$ cat src/rtl/hd_loader_pkg.sv
// Shared definitions for the HD-to-instruction-memory loader.
package hd_loader_pkg;
   localparam int IM_AW_C    = 10;
   localparam int IM_DEPTH_C = 1024;
   localparam int HD_RD_LAT  = 1;

   typedef enum logic [2:0] {
      IDLE,
      READ,
      WRITE,
      FINISH,
      FAULT
   } state_t;
endpackage

$ cat src/rtl/hd_loader.sv
// Copies a block of HD words into instruction memory, one word per READ/WRITE pair.
// Range is checked up front; abort or reset stop the copy without a done pulse.
module hd_loader
   import hd_loader_pkg::*;
#(
   parameter int HD_AW    = 32,
   parameter int IM_AW    = IM_AW_C,
   parameter int IM_DEPTH = IM_DEPTH_C
) (
   input  logic             clk,
   input  logic             reset,
   input  logic             start,
   input  logic             abort,
   input  logic [HD_AW-1:0] src_base,
   input  logic [IM_AW-1:0] dst_base,
   input  logic [IM_AW:0]   length,
   output logic [HD_AW-1:0] hd_addr,
   input  logic [31:0]      hd_data,
   output logic             im_we,
   output logic [IM_AW-1:0] im_addr,
   output logic [31:0]      im_data,
   output logic             busy,
   output logic             done,
   output logic             error
);
   localparam logic [IM_AW:0]   ONE       = 1;
   localparam logic [IM_AW+1:0] DEPTH_EXT = (IM_AW+2)'(IM_DEPTH);

   state_t           state, nxt;
   logic [HD_AW-1:0] src_q;
   logic [IM_AW-1:0] dst_q;
   logic [IM_AW:0]   len_q;
   logic [IM_AW:0]   idx;
   logic [IM_AW:0]   idx_inc;
   logic [IM_AW+1:0] end_sum;
   logic             range_bad;
   logic             last;

   // The range check runs two bits wider than the address so dst+length cannot wrap.
   assign end_sum   = {2'b00, dst_base} + {1'b0, length};
   assign range_bad = end_sum > DEPTH_EXT;
   assign idx_inc   = idx + ONE;
   assign last      = idx_inc == len_q;

   always_comb begin
      nxt = state;
      case (state)
         IDLE: begin
            if (start && !abort) begin
               if (range_bad)
                  nxt = FAULT;
               else if (length == '0)
                  nxt = FINISH;
               else
                  nxt = READ;
            end
         end
         READ:    nxt = abort ? IDLE : WRITE;
         WRITE:   nxt = abort ? IDLE : (last ? FINISH : READ);
         FINISH:  nxt = IDLE;
         FAULT:   nxt = IDLE;
         default: nxt = IDLE;
      endcase
   end

   always_comb begin
      im_we   = 1'b0;
      im_addr = '0;
      im_data = '0;
      if (state == WRITE) begin
         im_we   = 1'b1;
         im_addr = dst_q + idx[IM_AW-1:0];
         im_data = hd_data;
      end
   end

   always_ff @(posedge clk) begin
      if (reset) begin
         state   <= IDLE;
         src_q   <= '0;
         dst_q   <= '0;
         len_q   <= '0;
         idx     <= '0;
         hd_addr <= '0;
         busy    <= 1'b0;
         done    <= 1'b0;
         error   <= 1'b0;
      end else begin
         state <= nxt;
         busy  <= (nxt == READ) || (nxt == WRITE);
         done  <= nxt == FINISH;
         error <= nxt == FAULT;
         if (state == IDLE && start && !abort) begin
            src_q <= src_base;
            dst_q <= dst_base;
            len_q <= length;
            idx   <= '0;
         end
         if (state == WRITE)
            idx <= idx_inc;
         // The address is registered on entry to READ so the HD data lands in WRITE.
         if (nxt == READ)
            hd_addr <= (state == IDLE) ? src_base : src_q + HD_AW'(idx_inc);
      end
   end
endmodule

$ cat config.mk
export PLATFORM = sky130hd
export DESIGN_NAME = hd_loader
export DESIGN_NICKNAME = d
export VERILOG_FILES = /design/src/rtl/hd_loader_pkg.sv /design/src/rtl/hd_loader.sv
export SDC_FILE = /design/constraint.sdc
export NUM_CORES = 1
export LEC_CHECK = 0
export BUFFER_PORTS_ARGS = -buffer_cell sky130_fd_sc_hd__buf_4
export CORE_AREA = 2 2 151 153
export CTS_CLUSTER_DIAMETER = 50
export DETAILED_ROUTE_END_ITERATION = 8
export DIE_AREA = 0 0 153 155
export PLACE_DENSITY = 0.6
export SYNTH_ARGS = -nofsm -noshare
export SYNTH_HDL_FRONTEND = slang
export SYNTH_SLANG_ARGS = --single-unit
$ cat constraint.sdc
create_clock -name clk -period 3.29 [get_ports clk]
set_input_delay 0.329 -clock clk [delete_from_list [all_inputs] [get_ports clk]]
set_output_delay 0.329 -clock clk [all_outputs]
set_load 0.005 [all_outputs]
==> run metrics <==
CP Class=reg -> reg; Pleak=between 0.003 and 0.004 uW; final period demand of the worst path=3100 ps; clk buf depth=2; CTS buffer count=9; Gate Count Post-Synth=860; largest net degree at the start of global routing=61; GRT Residual Overflow=0; starting density of the core=0.293; crit path max fanout=6; CTS tree=yes; normalized max-slew margin=0.414; WL/cell=between 10 and 15 um; Final period util=0.943; final clock skew=8.37 ps; Fillers=around 2400; dpl ws=-56.3 ps; most frequent cells in the layout=buf_4 (211), nand2_1 (155), dfxtp_1 (101); Setup violations, final=0; unrepaired setup endpoints after global routing=yes; final net count=1150; Distinct cells, synth=66; ys flop type=dfxtp_1; crit path capture=hd_addr[23]$_SDFFE_PP0N_; number of global-route vias before repair=5966; Port-buffer cells=around 170; first-pass GRT wire length=about 31000 um; Final WS setup=between 150 and 200 ps; worst-margin pin slew=just under 900 ps; area growth from synthesis to layout=33.0%; n_diodes=0; Crit. End Element=register; final hold viol count=0; DR vias=~6500; Pins Over Slew Limit=0; Reg2Reg Depth=14; number of synthesized flops with an enable pin=0; row cnt=55; commonest non-fill, non-tap cell in the layout=buf_4; die height=roughly 160 um; total track usage=0.159; Reg clk slew, reported paths=70 ps; FF+latch area=about 0.0020 mm^2; Seq cells post-synth=about 100; clk root buf=clkbuf_16; I/O Pins=167; Async S/R FF share, synth=0; worst-skew pair later-pin latency=360 ps; status=completed; sequential area share after synthesis=0.314; worst r2r dst=hd_addr[23]$_SDFFE_PP0N_; 1st-iter DRT viols=between 300 and 400; crit path DAT=about 3400 ps; worst hold path class=in -> reg; placed instance area=0.00823 mm^2; router iterations before antenna repair=5; antenna violations before repair=0; MaxCap Viol Count=0; area of the multi-input gates=~0.0042 mm^2; Max Clock Freq=around 320 MHz; Post-DP HPWL=14600 um; die area=0.0237 mm^2; core area=0.0222 mm^2; VDD IR max=roughly 230 uV; final WL=slightly below 20000 um; Avg Synthesized Cell Area=between 7 and 8 um^2; H-tree depth=3; remaining routing DRC violations=0; layout cell share with drive strength beyond 1=0.258; power per cell area=346 mW/mm^2; Setup crit start kind=register; Hold Buf Count CTS=0; routability cong.=approximately 0.89; Vias/cell=a little under 5; reg-to-reg slack, setup=roughly 190 ps; design area=a little under 0.009 mm^2; RR Startpoint=idx[0]$_SDFFE_PP0P_; Synthesized Nets=983; Critical Path Source=idx[0]$_SDFFE_PP0P_; Die X-Extent=~150 um; Yosys warnings=0; critical path required time=approximately 3600 ps; clock sink total=between 100 and 150; Mapped Area=between 0.006 and 0.007 mm^2; antenna-violating nets left=0
[registers in the layout, summed over array words and instances (netlist names)]
| signal | flops |
|---|---|
| src_q | 32 |
| done | 1 |
| idx | 11 |
| hd_addr | 32 |
| dst_q | 10 |
| error | 1 |
| state | 3 |
| len_q | 11 |
| busy | 1 |
[critical path, cell delays in order, from the launching register on]
cell	delay, ps
dfxtp_2	380
buf_4	150
and3_1	230
xnor2_1	190
ha_1	340
nand3_1	130
o2111ai_2	170
o311ai_2	390
a31oi_4	170
buf_4	190
and3_1	180
xnor2_1	120
a211oi_1	210
o21ai_0	110
o21ai_1	80
[through the flow]
stage	TNS [ps]	cells	power (uW)	utilization	hold slack (ps)
finish	0	1317	3000	0.390	223
global route	-62.1	1317	3140	0.390	222
CTS	0	1312	3020	0.384	213
detailed placement	-135	1296	1890	0.370	441
global placement	0	1296	1890	0.370	438
floorplan	0	860	1660	-	441
[layout make-up]
| class | count | area share |
|---|---|---|
| clock buffer | 10 | 0.0276 |
| clock inverter | 6 | 0.00852 |
| inverter | 21 | 0.00910 |
| multi-input combinational | 680 | 0.490 |
| sequential | 102 | 0.236 |
| tap | 285 | 0.0412 |
| timing repair buffer | 213 | 0.188 |
[worst min path at each step]
stage	from	endpoint	slack [ps]	cells past startpoint
floorplan	dst_q[0]$_SDFFE_PP0P_	dst_q[0]$_SDFFE_PP0P_	440	2
global placement	hd_addr[18]$_SDFFE_PP0N_	hd_addr[18]$_SDFFE_PP0N_	440	2
detailed placement	hd_addr[18]$_SDFFE_PP0N_	hd_addr[18]$_SDFFE_PP0N_	440	2
CTS	src_base[30]	src_q[30]$_SDFFE_PP0P_	210	3
global route	src_base[12]	src_q[12]$_SDFFE_PP0P_	220	3
finish	src_base[30]	src_q[30]$_SDFFE_PP0P_	220	3
[cells by family (layout without fill, tap and decap cells)]
logic type,count (synthesis),count (layout),share of synthesized area
xor gates and xnor gates,59,59,0.0828
and+or+nand+nor,348,348,0.254
AOI/OAI and AO/OA,236,236,0.225
buffers and inverters,78,250,0.0507
adders and majority gates,34,34,0.0688
muxes,3,3,0.00461
DFF,102,102,0.314
[power by group]
group	switching, uW	total (uW)	internal [uW]
sequential	40.0	1330	1290
clock	508	1130	624
combinational	286	536	250
total	835	3000	2160
[per-layer routing]
layer,GRT usage,share of wire,up-vias,routed length [um]
met5,0,0,-,0
met4,0.0348,0.0088,0,172
met3,0.0245,0.038,15,748
met2,0.259,0.47,145,9140
met1,0.224,0.49,3038,9490
li1,-,-,3341,-
[synth_stat cells (all sizes together) (4+ instances only)]
cell	instances	area (um^2)
and3	45	282
nor3b	4	30.0
nor3	19	111
xor2	20	183
clkbuf	45	169
dfxtp	102	2040
nand2	155	582
and4	5	46.3
o21bai	8	63.8
nor2	64	243
inv	21	78.8
o21ai	57	285
a311oi	4	35.0
xnor2	39	357
o211ai	5	42.5
nand2b	10	62.6
a21o	5	37.5
nand3b	4	30.0
nor4	4	31.3
nand4	6	37.5
ha	31	388
and2	6	40.0
a21oi	95	479
nand3	16	92.6
or2	4	25.0
buf	12	82.6
a31oi	7	43.8
a211oi	31	273
[repair_timing]
item	CTS	global route
resized for setup	1	15
setup buffers	0	5
endpoints found under the hold margin	0	0
endpoints found under the setup margin	3	16
pin swaps	0	7
Note: power is estimated with default switching activity, not from simulation.
